`src/rtl/booth_pkg.sv`:
```
// Shared definitions for the Booth multiplier/divider datapath: operand widths,
// controller state encodings and the iteration-count rule.
package booth_pkg;

    localparam int DW_DEFAULT = 8;

    typedef enum logic [1:0] {
        ST_IDLE = 2'd0,
        ST_CALC = 2'd1,
        ST_FIX  = 2'd2
    } div_state_t;

    // One quotient bit per dividend bit; the dividend is twice the operand width.
    function automatic int iter_count(input int dw);
        return 2 * dw;
    endfunction

endpackage

```
`src/rtl/booth_abs.sv`:
```
// Two's-complement conditional negate: yields |value| when negate is the sign bit,
// or restores a sign onto an unsigned magnitude.
module booth_abs #(
    parameter int W = 8
) (
    input  logic [W-1:0] value,
    input  logic         negate,
    output logic [W-1:0] result
);

    // Negation of the most negative value wraps to 2^(W-1), read as unsigned.
    always_comb begin
        if (negate) begin
            result = ~value + {{(W-1){1'b0}}, 1'b1};
        end else begin
            result = value;
        end
    end

endmodule

```
`src/rtl/booth_divider.sv`:
```
// Sequential signed divider: restoring division on magnitudes, one quotient bit
// per clock, with quotient saturation and divide-by-zero reporting.
module booth_divider
    import booth_pkg::*;
#(
    parameter int DW = DW_DEFAULT
) (
    input  logic            clk,
    input  logic            rst,
    input  logic            start,
    input  logic [2*DW-1:0] dividend,
    input  logic [DW-1:0]   divisor,
    output logic            busy,
    output logic            done,
    output logic [DW-1:0]   quotient,
    output logic [DW-1:0]   remainder,
    output logic            overflow,
    output logic            div_by_zero
);

    localparam int ITERS = iter_count(DW);
    localparam int CW    = $clog2(ITERS);
    localparam logic [CW-1:0]   CNT_LAST = CW'(ITERS - 1);
    localparam logic [2*DW-1:0] QLIM_POS = {{(DW+1){1'b0}}, {(DW-1){1'b1}}};
    localparam logic [2*DW-1:0] QLIM_NEG = {{DW{1'b0}}, 1'b1, {(DW-1){1'b0}}};
    localparam logic [DW-1:0]   QSAT_POS = {1'b0, {(DW-1){1'b1}}};
    localparam logic [DW-1:0]   QSAT_NEG = {1'b1, {(DW-1){1'b0}}};

    div_state_t       state;
    logic [2*DW-1:0]  dvd_mag;
    logic [DW-1:0]    dvs_mag;
    logic             sign_q;
    logic             sign_r;
    logic             zero_div;
    logic [DW:0]      p;
    logic [2*DW-1:0]  qmag;
    logic [CW-1:0]    cnt;

    logic [2*DW-1:0]  dvd_abs;
    logic [DW-1:0]    dvs_abs;
    logic [DW-1:0]    q_signed;
    logic [DW-1:0]    r_signed;
    logic [DW:0]      shifted;
    logic [DW+1:0]    diff;
    logic             q_bit;
    logic [DW:0]      p_next;
    logic             ovf_calc;
    logic             unused_bits;

    booth_abs #(.W(2*DW)) u_abs_dividend (
        .value  (dividend),
        .negate (dividend[2*DW-1]),
        .result (dvd_abs)
    );

    booth_abs #(.W(DW)) u_abs_divisor (
        .value  (divisor),
        .negate (divisor[DW-1]),
        .result (dvs_abs)
    );

    booth_abs #(.W(DW)) u_sign_quotient (
        .value  (qmag[DW-1:0]),
        .negate (sign_q),
        .result (q_signed)
    );

    booth_abs #(.W(DW)) u_sign_remainder (
        .value  (p[DW-1:0]),
        .negate (sign_r),
        .result (r_signed)
    );

    // P stays below |divisor| <= 2^(DW-1), so the shifted value always fits DW+1 bits.
    always_comb begin
        shifted = {p[DW-1:0], dvd_mag[2*DW-1]};
        diff    = {1'b0, shifted} - {2'b00, dvs_mag};
        q_bit   = ~diff[DW+1];
        if (q_bit) begin
            p_next = diff[DW:0];
        end else begin
            p_next = shifted;
        end
    end

    // The negative range reaches one further than the positive range.
    always_comb begin
        if (sign_q) begin
            ovf_calc = (qmag > QLIM_NEG);
        end else begin
            ovf_calc = (qmag > QLIM_POS);
        end
    end

    assign unused_bits = p[DW];

    // Controller and datapath registers; outputs hold between operations.
    always_ff @(posedge clk or posedge rst) begin
        if (rst) begin
            state       <= ST_IDLE;
            dvd_mag     <= '0;
            dvs_mag     <= '0;
            sign_q      <= 1'b0;
            sign_r      <= 1'b0;
            zero_div    <= 1'b0;
            p           <= '0;
            qmag        <= '0;
            cnt         <= '0;
            busy        <= 1'b0;
            done        <= 1'b0;
            quotient    <= '0;
            remainder   <= '0;
            overflow    <= 1'b0;
            div_by_zero <= 1'b0;
        end else begin
            done <= 1'b0;
            case (state)
                ST_IDLE: begin
                    if (start) begin
                        dvd_mag     <= dvd_abs;
                        dvs_mag     <= dvs_abs;
                        sign_q      <= dividend[2*DW-1] ^ divisor[DW-1];
                        sign_r      <= dividend[2*DW-1];
                        zero_div    <= (divisor == {DW{1'b0}});
                        p           <= '0;
                        qmag        <= '0;
                        cnt         <= '0;
                        busy        <= 1'b1;
                        overflow    <= 1'b0;
                        div_by_zero <= 1'b0;
                        state       <= (divisor == {DW{1'b0}}) ? ST_FIX : ST_CALC;
                    end else begin
                        state <= ST_IDLE;
                    end
                end
                ST_CALC: begin
                    p       <= p_next;
                    qmag    <= {qmag[2*DW-2:0], q_bit};
                    dvd_mag <= {dvd_mag[2*DW-2:0], 1'b0};
                    cnt     <= cnt + {{(CW-1){1'b0}}, 1'b1};
                    state   <= (cnt == CNT_LAST) ? ST_FIX : ST_CALC;
                end
                ST_FIX: begin
                    busy  <= 1'b0;
                    done  <= 1'b1;
                    state <= ST_IDLE;
                    if (zero_div) begin
                        quotient    <= '0;
                        remainder   <= '0;
                        overflow    <= 1'b0;
                        div_by_zero <= 1'b1;
                    end else begin
                        overflow    <= ovf_calc;
                        div_by_zero <= 1'b0;
                        remainder   <= r_signed;
                        if (ovf_calc) begin
                            quotient <= sign_q ? QSAT_NEG : QSAT_POS;
                        end else begin
                            quotient <= q_signed;
                        end
                    end
                end
                default: begin
                    state <= ST_IDLE;
                    busy  <= 1'b0;
                end
            endcase
        end
    end

endmodule

```
`config.mk`:
```
export PLATFORM = sky130hd
export DESIGN_NAME = booth_divider
export DESIGN_NICKNAME = d
export VERILOG_FILES = /design/src/rtl/booth_pkg.sv /design/src/rtl/booth_abs.sv /design/src/rtl/booth_divider.sv
export SDC_FILE = /design/constraint.sdc
export NUM_CORES = 1
export LEC_CHECK = 0
export CAP_MARGIN = 10
export CORE_MARGIN = 2
export CORE_UTILIZATION = 50
export CTS_BUF_LIST = sky130_fd_sc_hd__clkbuf_2 sky130_fd_sc_hd__clkbuf_4 sky130_fd_sc_hd__clkbuf_8
export DETAILED_ROUTE_END_ITERATION = 8
export GPL_ROUTABILITY_DRIVEN = 0
export PLACE_DENSITY = 0.75
export SYNTH_ARGS = -nofsm -noshare
export SYNTH_HDL_FRONTEND = slang
export SYNTH_HIERARCHICAL = 1
export SYNTH_SLANG_ARGS = --single-unit
```
`constraint.sdc`:
```
create_clock -name clk -period 5.4 [get_ports clk]
set_input_delay 1.08 -clock clk [delete_from_list [all_inputs] [get_ports clk]]
set_output_delay 1.08 -clock clk [all_outputs]
set_load 0.02 [all_outputs]
```
==> impl_metrics.yaml <==
status:
  outcome: "finished clean"
logic_synthesis:
  ys_seq_elements: 77
  synth.most_common_cell: "nand2_1"
  synth-edff-count: 0
  async_reset_ff_share_pct: 100
  syn_inst: 504
  synth_area_um2: 4580
  avgSynthCellArea_um2: 9.08
  synth_top_area_share_pct: 42.1
  yosysWarnings: 6
  syn_nets: 545
  synthTopCellsByCount: "nand2_1 (83), dfrtp_1 (77), nor2_1 (42)"
  synth_area_leaders: "dfrtp_1 (42%), nand2_1 (6.8%), xnor2_1 (5.4%)"
  synthFlopType: "dfrtp_1"
  yosys.area.top_type: "dfrtp_1"
  ys_seq_area_share_pct: 42.1
  synth_cell_types: 60
final_layout:
  regArea_um2: 1930
  fin_nets: 582
  nFillCells: 758
  area_growth_pct: 16.1
  diodes: 0
  drive_above_1_share_pct: 9.34
  multi_input_area_um2: 2410
timing:
  fin_crit_ns: 2.98
  setup_violations: 0
  clock.fmax_mhz: 335
  timing.final.ws_setup_ns: 2.42
  finalSetupTns_ns: 0
  slew_headroom_pct: 43.4
  maxSlewViolCount: 0
  worst_pin_slew_ns: 0.847
  skew_ns: 0.0175
  rsz0062_at_grt: "no"
  timing.hold.ws_ns: 0.483
  post-route-period-util_pct: 55.2
  hold_viol_final: 0
power_and_ir_drop:
  ir_drop_v: 0.000216
  power_density_nw_per_um2: 601
  p_leak_nw: 2.32
clock_network:
  cts.sinks: 77
  clk_pin_slew_ns: 0.09
  post_cts_buffers: 0
  ctsHoldBuffers: 0
  cts_root_buffer: "clkbuf_8"
  cts_buffers: 9
  cts_tree: "yes"
  post_cts_resized: 0
  clock_latency_ns: 0.35
  clock_path_buffers: 2
  htreeDepth: 3
route:
  drtPass1Iterations: 4
  drc: 0
  dr.first_iter.drc_count: 157
  vias_per_cell: 5.61
  vias: 3668
  wirelength_um: 9230
  wire_per_inst_um: 14.1
  drtAntennaViolNets: 0
critical_path:
  cp_top_family: "simple AND/OR/NAND/NOR gates"
  critPathMaxStageDelay_ns: 0.55
  worst_setup_path_start_kind: "input pin"
  path_depth: 7
  arrival_ns: 3.26
  crit_required_ns: 5.67
  ff2ff_path_depth: 6
  r2r-start: "p[4]"
  crit_buf_inv: 1
  crit_type: "in2reg"
  r2r-end: "p[5]"
  crit_path_max_fanout: 5
  cp_slowest_cell: "or4_1"
  crit_chain: "clkdlybuf4s50_1 -> or4_1 -> or3_4 -> o41ai_2 -> xnor2_1 -> o22ai_1 -> a21oi_1"
  r2r_slack_ns: 3.00
  end_kind: "flip-flop"
floorplan:
  coreArea_um2: 8810
  die_height_um: 99.7
  ios: 47
  start_util_pct: 52.0
  dieArea_um2: 9940
  rows: 34
  die_w_um: 99.7
placement:
  dpl.hpwl_um: 6530
  place_ws_ns: 2.09
  portBuffers: 46
global_route:
  grt_pass1_wl_um: 16100
  antenna_found_initial: 0
  grt_use_met3_pct: 2.67
  busiest_layer: "met2"
  gr-total-overflow: 0
  met2_usage_pct: 34.2
  use_met1_pct: 25.3
  grt_max_degree: 52
  track_usage_pct: 19.7
  grt_pass1_vias: 3599
min_path:
  min_from: "remainder[4]"
  whs_path_depth: 2
  min_path_type: "reg2reg"
  hold_end: "remainder[4]"
flow_run:
  cap_violations: 0
## logic make-up (layout without fill, tap and decap cells)
logic type,after synthesis,in the layout,share of synthesized area [%]
AO/OA/AOI/OAI,108,108,17.4
XOR/XNOR,35,35,6.70
adder cells (fa/ha/maj),14,14,3.99
buffers and inverters,55,97,5.17
flip-flops,77,77,42.1
multiplexers,11,11,2.54
AND/OR/NAND/NOR,204,204,22.1
## where the power goes
group          internal [mW]  switching (mW)  total, mW
Sequential             0.833           0.261       1.09
Combinational          0.748           0.848       1.60
Clock                  0.269           0.238      0.506
## final cells by class
cell class | count | area share, %
Sequential cell | 77 | 36.3
Multi-Input combinational cell | 372 | 45.4
Inverter | 30 | 2.12
Tap cell | 108 | 2.54
Timing Repair Buffer | 51 | 9.37
Clock inverter | 7 | 1.98
Clock buffer | 9 | 2.33
## worst min-delay path: stages (launching register included)
cell and delay (ns):
dfrtp_1 0.35, nand2_1 0.04, o21ai_0 0.06
## flip-flops by register name, indices dropped and copies added, names as in the netlist
signal,flops
quotient,8
remainder,8
dvs_mag,8
zero_div,1
div_by_zero,1
sign_q,1
busy,1
done,1
cnt,4
qmag,16
sign_r,1
state,2
p,8
dvd_mag,16
overflow,1
## routing by layer
metal	routed length, um	vias to the layer above
li1	-	1819
met1	4250	1770
met2	4550	71
met3	345	8
met4	85	0
met5	0	-
## through the flow
stage	cell area (um^2)	util, %	cells	power, mW
6_report	5320	60.4	654	3.20
3_5_place_dp	5090	57.8	638	2.70
4_1_cts	5320	60.4	654	3.22
3_3_place_gp	5090	57.8	638	2.63
5_1_grt	5320	60.4	654	3.46
2_1_floorplan	4580	-	504	2.29
## layout by cell type (no fill, tap or decap), types with 5 or more instances in the layout
cell	Yosys	routed
dfrtp_1	77	77
inv_1	30	29
clkdlybuf4s50_1	0	46
mux2i_1	9	9
ha_1	13	13
or3_4	7	7
xor2_1	7	7
a22o_1	9	9
o21ai_0	35	35
xnor2_1	28	28
o22ai_1	16	16
nor2_1	42	42
buf_4	4	5
nand2b_1	16	16
nand3_1	24	24
or4_1	5	5
nand2_1	83	83
clkbuf_8	0	9
o31ai_1	9	9
a21oi_1	7	7
## how the worst max path moves through the flow
| stage | to | startpoint |
|---|---|---|
| after global routing | dvd_mag[8] | dividend[2] |
| after CTS | dvd_mag[15] | dividend[4] |
| after floorplan | busy | rst |
| after detailed placement | dvd_mag[15] | dividend[4] |
| final | dvd_mag[15] | dividend[4] |
| after global placement | dvd_mag[11] | dividend[4] |
(Power assumes the default switching activity.)
